$ cat src/rtl/crop_pkg.sv
// rtl/crop_pkg.sv - shared geometry defaults, counter widths and state type for the crop stage
package crop_pkg;

  localparam int DEF_PIXEL_BIT_WIDTH = 16;
  localparam int DEF_IN_ROWS         = 100;
  localparam int DEF_IN_COLS         = 160;
  localparam int DEF_OUT_ROWS        = 48;
  localparam int DEF_OUT_COLS        = 48;

  localparam int DEF_COL_W = $clog2(DEF_IN_COLS);
  localparam int DEF_ROW_W = $clog2(DEF_IN_ROWS);

  typedef enum logic {
    WAIT_SOF = 1'b0,
    ACTIVE   = 1'b1
  } crop_state_t;

endpackage

$ cat src/rtl/axis_pipe_reg.sv
// rtl/axis_pipe_reg.sv - single-stage ready/valid register carrying data, user and last
module axis_pipe_reg #(
  parameter int DATA_W = 16
) (
  input  logic              clk,
  input  logic              resetn,
  input  logic              s_tvalid,
  output logic              s_tready,
  input  logic [DATA_W-1:0] s_tdata,
  input  logic              s_tuser,
  input  logic              s_tlast,
  output logic              m_tvalid,
  input  logic              m_tready,
  output logic [DATA_W-1:0] m_tdata,
  output logic              m_tuser,
  output logic              m_tlast
);

  assign s_tready = !m_tvalid || m_tready;

  // Payload only loads with a valid beat, so it stays put while stalled.
  always_ff @(posedge clk or negedge resetn) begin
    if (!resetn) begin
      m_tvalid <= 1'b0;
      m_tdata  <= '0;
      m_tuser  <= 1'b0;
      m_tlast  <= 1'b0;
    end else if (s_tready) begin
      m_tvalid <= s_tvalid;
      if (s_tvalid) begin
        m_tdata <= s_tdata;
        m_tuser <= s_tuser;
        m_tlast <= s_tlast;
      end
    end
  end

endmodule

$ cat src/rtl/crop_window.sv
// rtl/crop_window.sv - forwards the OUT_ROWS x OUT_COLS window of each raster-order input frame
module crop_window
  import crop_pkg::*;
#(
  parameter int PIXEL_BIT_WIDTH = DEF_PIXEL_BIT_WIDTH,
  parameter int IN_ROWS         = DEF_IN_ROWS,
  parameter int IN_COLS         = DEF_IN_COLS,
  parameter int OUT_ROWS        = DEF_OUT_ROWS,
  parameter int OUT_COLS        = DEF_OUT_COLS
) (
  input  logic                       clk,
  input  logic                       s_axis_resetn,
  input  logic                       s_axis_tvalid,
  output logic                       s_axis_tready,
  input  logic [PIXEL_BIT_WIDTH-1:0] s_axis_tdata,
  input  logic                       s_axis_tuser,
  input  logic [$clog2(IN_COLS)-1:0] crop_x0,
  input  logic [$clog2(IN_ROWS)-1:0] crop_y0,
  output logic                       m_axis_tvalid,
  input  logic                       m_axis_tready,
  output logic [PIXEL_BIT_WIDTH-1:0] m_axis_tdata,
  output logic                       m_axis_tuser,
  output logic                       m_axis_tlast,
  output logic                       frame_done,
  output logic                       err_short_frame
);

  localparam int CW = $clog2(IN_COLS);
  localparam int RW = $clog2(IN_ROWS);

  localparam logic [CW-1:0] X0_MAX   = CW'(IN_COLS - OUT_COLS);
  localparam logic [RW-1:0] Y0_MAX   = RW'(IN_ROWS - OUT_ROWS);
  localparam logic [CW-1:0] COL_LAST = CW'(IN_COLS - 1);
  localparam logic [RW-1:0] ROW_LAST = RW'(IN_ROWS - 1);
  localparam logic [CW:0]   COLS_M1  = (CW+1)'(OUT_COLS - 1);
  localparam logic [RW:0]   ROWS_M1  = (RW+1)'(OUT_ROWS - 1);

  crop_state_t state, state_nxt;

  logic [CW-1:0] col, cur_col, x0_q, x0_in, x0_eff;
  logic [RW-1:0] row, cur_row, y0_q, y0_in, y0_eff;
  logic [CW:0]   col_ext, x_lo, x_last;
  logic [RW:0]   row_ext, y_lo, y_last;
  logic          beat, sof, active, keep;
  logic          at_eol, at_eof;
  logic          first_px, eol_px, last_px;
  logic          pipe_ready, final_q;

  assign beat   = s_axis_tvalid && s_axis_tready;
  assign sof    = beat && s_axis_tuser;
  assign active = sof || (state == ACTIVE);

  // An SOF beat is its own pixel (0,0) with freshly sampled, clamped crop origin.
  assign x0_in   = (crop_x0 > X0_MAX) ? X0_MAX : crop_x0;
  assign y0_in   = (crop_y0 > Y0_MAX) ? Y0_MAX : crop_y0;
  assign cur_col = sof ? '0 : col;
  assign cur_row = sof ? '0 : row;
  assign x0_eff  = sof ? x0_in : x0_q;
  assign y0_eff  = sof ? y0_in : y0_q;

  assign col_ext = {1'b0, cur_col};
  assign row_ext = {1'b0, cur_row};
  assign x_lo    = {1'b0, x0_eff};
  assign y_lo    = {1'b0, y0_eff};
  assign x_last  = x_lo + COLS_M1;
  assign y_last  = y_lo + ROWS_M1;

  assign keep     = beat && active &&
                    (col_ext >= x_lo) && (col_ext <= x_last) &&
                    (row_ext >= y_lo) && (row_ext <= y_last);
  assign first_px = (row_ext == y_lo) && (col_ext == x_lo);
  assign eol_px   = (col_ext == x_last);
  assign last_px  = eol_px && (row_ext == y_last);

  assign at_eol = (cur_col == COL_LAST);
  assign at_eof = at_eol && (cur_row == ROW_LAST);

  always_ff @(posedge clk or negedge s_axis_resetn) begin
    if (!s_axis_resetn) begin
      state <= WAIT_SOF;
    end else begin
      state <= state_nxt;
    end
  end

  always_comb begin
    state_nxt = state;
    if (sof) begin
      state_nxt = ACTIVE;
    end
    if (beat && active && at_eof) begin
      state_nxt = WAIT_SOF;
    end
  end

  always_ff @(posedge clk or negedge s_axis_resetn) begin
    if (!s_axis_resetn) begin
      col             <= '0;
      row             <= '0;
      x0_q            <= '0;
      y0_q            <= '0;
      err_short_frame <= 1'b0;
    end else begin
      if (sof) begin
        x0_q <= x0_in;
        y0_q <= y0_in;
      end
      // Leaving ACTIVE happens only on the final pixel, so SOF here means a truncated frame.
      if (sof && (state == ACTIVE)) begin
        err_short_frame <= 1'b1;
      end
      if (beat && active) begin
        if (at_eol) begin
          col <= '0;
          row <= at_eof ? '0 : cur_row + RW'(1);
        end else begin
          col <= cur_col + CW'(1);
          row <= cur_row;
        end
      end
    end
  end

  logic [PIXEL_BIT_WIDTH:0] pipe_data;

  axis_pipe_reg #(
    .DATA_W(PIXEL_BIT_WIDTH + 1)
  ) u_out_reg (
    .clk      (clk),
    .resetn   (s_axis_resetn),
    .s_tvalid (keep),
    .s_tready (pipe_ready),
    .s_tdata  ({last_px, s_axis_tdata}),
    .s_tuser  (first_px),
    .s_tlast  (eol_px),
    .m_tvalid (m_axis_tvalid),
    .m_tready (m_axis_tready),
    .m_tdata  (pipe_data),
    .m_tuser  (m_axis_tuser),
    .m_tlast  (m_axis_tlast)
  );

  assign m_axis_tdata  = pipe_data[PIXEL_BIT_WIDTH-1:0];
  assign final_q       = pipe_data[PIXEL_BIT_WIDTH];
  assign s_axis_tready = s_axis_resetn && pipe_ready;
  assign frame_done    = m_axis_tvalid && m_axis_tready && final_q;

endmodule
$ cat config.mk
export PLATFORM = sky130hd
export DESIGN_NAME = crop_window
export DESIGN_NICKNAME = d
export VERILOG_FILES = /design/src/rtl/crop_pkg.sv /design/src/rtl/axis_pipe_reg.sv /design/src/rtl/crop_window.sv
export SDC_FILE = /design/constraint.sdc
export NUM_CORES = 1
export LEC_CHECK = 0
export BUFFER_PORTS_ARGS = -buffer_cell sky130_fd_sc_hd__buf_2
export CAP_MARGIN = 20
export CORE_ASPECT_RATIO = 1.5
export CORE_MARGIN = 5
export CORE_UTILIZATION = 62
export DETAILED_ROUTE_END_ITERATION = 10
export GPL_TIMING_DRIVEN = 0
export PLACE_DENSITY_LB_ADDON = 0.15
export SLEW_MARGIN = 20
export SYNTH_ARGS = -nofsm -noshare
export SYNTH_HDL_FRONTEND = slang
export SYNTH_SLANG_ARGS = --single-unit
$ cat constraint.sdc
create_clock -name clk -period 11.86 [get_ports clk]
set_input_delay 2.965 -clock clk [delete_from_list [all_inputs] [get_ports clk]]
set_output_delay 2.965 -clock clk [all_outputs]
set_load 0.02 [all_outputs]
==> summary.txt <==
Run status
  • Run status: finished, final reports clean

Placement
  • Gpl congestion: 0.925
  • Hpwl dp: 6480 um
  • I/O Buffers: 57
  • Placed cell areas: 3960 um^2

Cells and area
  • Final Util: 71.4%
  • Share of layout cells above drive strength 1: 21.3%
  • Diodes inserted: 0
  • Post-route cell area: 4070 um^2
  • Commonest cells after routing, fill and taps aside: buf_2, dfrtp_1, ha_1
  • Fin nets: 513
  • Commonest non-fill, non-tap cell in the layout: buf_2
  • Area grow syn2layout: 13.7%

Floorplan
  • Die W: 72.0 um
  • Die area: 7420 um^2
  • Top-Level Pins: 58
  • Starting density of the core: 62.8%
  • Core Footprint: 5700 um^2
  • Die Y: 103 um
  • # rows: 34

Clocking
  • Htree depth: 2
  • Setup bufs post-CTS: 0
  • Clock tree root driver cell: clkbuf_8
  • CTS Hold Bufs: 0
  • Number of clock sinks: 52
  • Clock slew at reported path FFs: 0.09 ns
  • Longest Clk Path Bufs: 2
  • CTS Buf Count: 5
  • Clock latency on the worst-skew pair: 0.30 ns
  • Post_cts resized: 0
  • CTS tree: done

Global routing
  • Vias in the first global route: 3,036
  • Grt ovf: 0
  • Total GRT Usage: 23.5%
  • Initial antenna violation count: 0
  • Largest net degree at the start of global routing: 56
  • Global-route wire length before repair: 13,800 um

Timing
  • # setup viols final: 0
  • Max Slew Vio Count: 0
  • RSZ-0062 raised after global routing: false
  • Final Skew: 0.00578 ns
  • Period utilization: 63.7%
  • Tightest Pin Transition: 0.717 ns
  • Minimum clock period: 7.55 ns
  • Fmax: 132 MHz
  • Setup TNS: 0 ns
  • Final Hold Vio Count: 0
  • Relative slew slack: 51.7%

Pwr
  • Max VDD drop: 129 uV
  • Lkg Pwr: 2.01 nW
  • Pwr Density: 159 nW/um^2

Setup path
  • Crit Path Max Fanout: 55
  • Worst Path Required: 12.05 ns
  • Critical path type: in2reg
  • CP endpoint kind: flip-flop
  • CP Launch Type: input port
  • Critical path arrival: 7.74 ns

Drt
  • Vias/cell: 5.93
  • Drt wl/cell: 15.9 um
  • DRT Pass-1 Iters: 4
  • Routed WL: 8230 um
  • DRC: 0
  • Post-DRT Antenna Nets: 0
  • Via total after detailed routing: 3,064
  • Initial DRC count: 186

Synth
  • Mapped Avg Cell Area: 9.42 um^2
  • Cell Area, Synth: 3580 um^2
  • Async set-reset flop share out of synthesis: 100%
  • EDFF count, synth: 0
  • Unique cell type count in the Yosys netlist: 63
  • Synth Register Bits: 52
  • Synthesis Warnings: 0
  • Commonest register cell after synthesis: dfrtp_1
  • Syn_nets: 449
  • Seq/Total Area, Yosys: 36.4%
  • Cells after Synth: 380

Job
  • Max-cap violations: 0

Min path
  • Worst hold path type: reg2reg
==> area by class of cell <==
| cell class | instances | area, um^2 |
|---|---|---|
| plain buffers | 29 | 180 |
| clock buffers | 5 | 68.8 |
| clock inverters | 3 | 42.5 |
| fillers | 466 | 1630 |
| inverters | 25 | 93.8 |
| multi-input cells | 274 | 2000 |
| flip-flops and latches | 52 | 1300 |
| well taps | 72 | 90.1 |
| repair buffers | 57 | 288 |
==> cells in the mapped netlist (3+ instances only) <==
| master | instances | area share (%) |
|---|---|---|
| dfrtp_1 | 52 | 36 |
| ha_1 | 33 | 12 |
| nand2_1 | 30 | 3.1 |
| inv_1 | 24 | 2.5 |
| a21oi_1 | 22 | 3.1 |
| nor2_1 | 22 | 2.3 |
| o21ai_0 | 22 | 3.1 |
| buf_4 | 18 | 3.8 |
| mux2_1 | 17 | 5.3 |
| and2_1 | 14 | 2.4 |
| clkbuf_1 | 8 | 0.84 |
| xnor2_1 | 8 | 2.0 |
| a31oi_1 | 6 | 1.0 |
| nand3_1 | 6 | 0.84 |
| o31ai_1 | 5 | 1.0 |
| o41ai_1 | 5 | 1.2 |
| a21o_1 | 4 | 0.84 |
| a22o_1 | 4 | 0.98 |
| and3_1 | 4 | 0.70 |
| nand2b_1 | 4 | 0.70 |
| nand4_1 | 4 | 0.70 |
| nor3_1 | 4 | 0.56 |
| nor4_1 | 4 | 0.70 |
| or4_1 | 4 | 0.84 |
| a211oi_1 | 3 | 0.63 |
| o31a_1 | 3 | 0.73 |
| xor2_1 | 3 | 0.73 |
==> worst max-delay path, stage by stage <==
cell and delay (ns):
buf_4 0.31, and2_1 0.26, nand3_2 0.15, clkbuf_1 0.50, clkbuf_1 0.52, nor3_1 0.16
a22oi_1 0.30, ha_1 0.27, a31oi_1 0.12, nand2b_1 0.17, ha_1 0.30, a21o_1 0.19
a21o_1 0.17, a211oi_1 0.30, o311ai_2 0.18, a211oi_2 0.26, buf_4 0.23, mux2_1 0.35
==> sequential cells by signal, summed over array words and instances, names as in the netlist <==
name	cells
u_out_reg.m_tdata	17
y0_q	7
err_short_frame	1
col	8
u_out_reg.m_tuser	1
row	7
u_out_reg.m_tvalid	1
x0_q	8
u_out_reg.m_tlast	1
state	1
==> cells by family (layout without fill, tap and decap cells) <==
kind of cell | count (synthesis) | count (layout) | share of synthesized area, %
AOI/OAI and AO/OA | 95 | 95 | 18.3
xor gates and xnor gates | 11 | 11 | 2.69
adders and majority gates | 34 | 34 | 11.8
buffers and inverters | 54 | 119 | 7.65
DFF | 52 | 52 | 36.4
muxes | 20 | 20 | 6.22
and+or+nand+nor | 114 | 114 | 17.0
==> per-stage QoR <==
stage	power [W]	hold WS, ns	std cells	setup WS, ns
after floorplan	0.000450	0.459	380	5.34
after global placement	0.000515	0.436	509	3.60
after detailed placement	0.000528	0.446	509	3.99
after CTS	0.000650	0.468	517	4.31
after global routing	0.000695	0.509	517	3.98
final	0.000646	0.468	517	4.31
==> path summary, 6_finish.rpt <==
kind	from	endpoint	slack, ns	cells after the start
worst min-delay path	err_short_frame	err_short_frame	0.47	1
worst max register to register	u_out_reg.m_tvalid	u_out_reg.m_tdata[5]	7.00	17
min in group asynchronous	s_axis_resetn	y0_q[1]	2.68	1
max in group asynchronous	s_axis_resetn	x0_q[7]	8.72	1
worst max-delay path	s_axis_resetn	u_out_reg.m_tdata[5]	4.31	18
worst min register to register	err_short_frame	err_short_frame	0.47	1
==> report_power, final <==
group	internal, W	switching [W]	leakage [nW]
clock	0.0000625	0.0000588	0.0541
sequential	0.000219	0.0000246	0.666
combinational	0.000129	0.000153	1.29
==> layer usage <==
metal	routed length, um	part of all wire, %	up-vias	global-route usage [%]
li1	-	-	1494	-
met1	3260	40	1452	26.7
met2	4220	51	105	43.3
met3	578	7.0	13	4.00
met4	175	2.1	0	9.70
met5	0	0	-	0
Note: power is estimated with default switching activity, not from simulation.
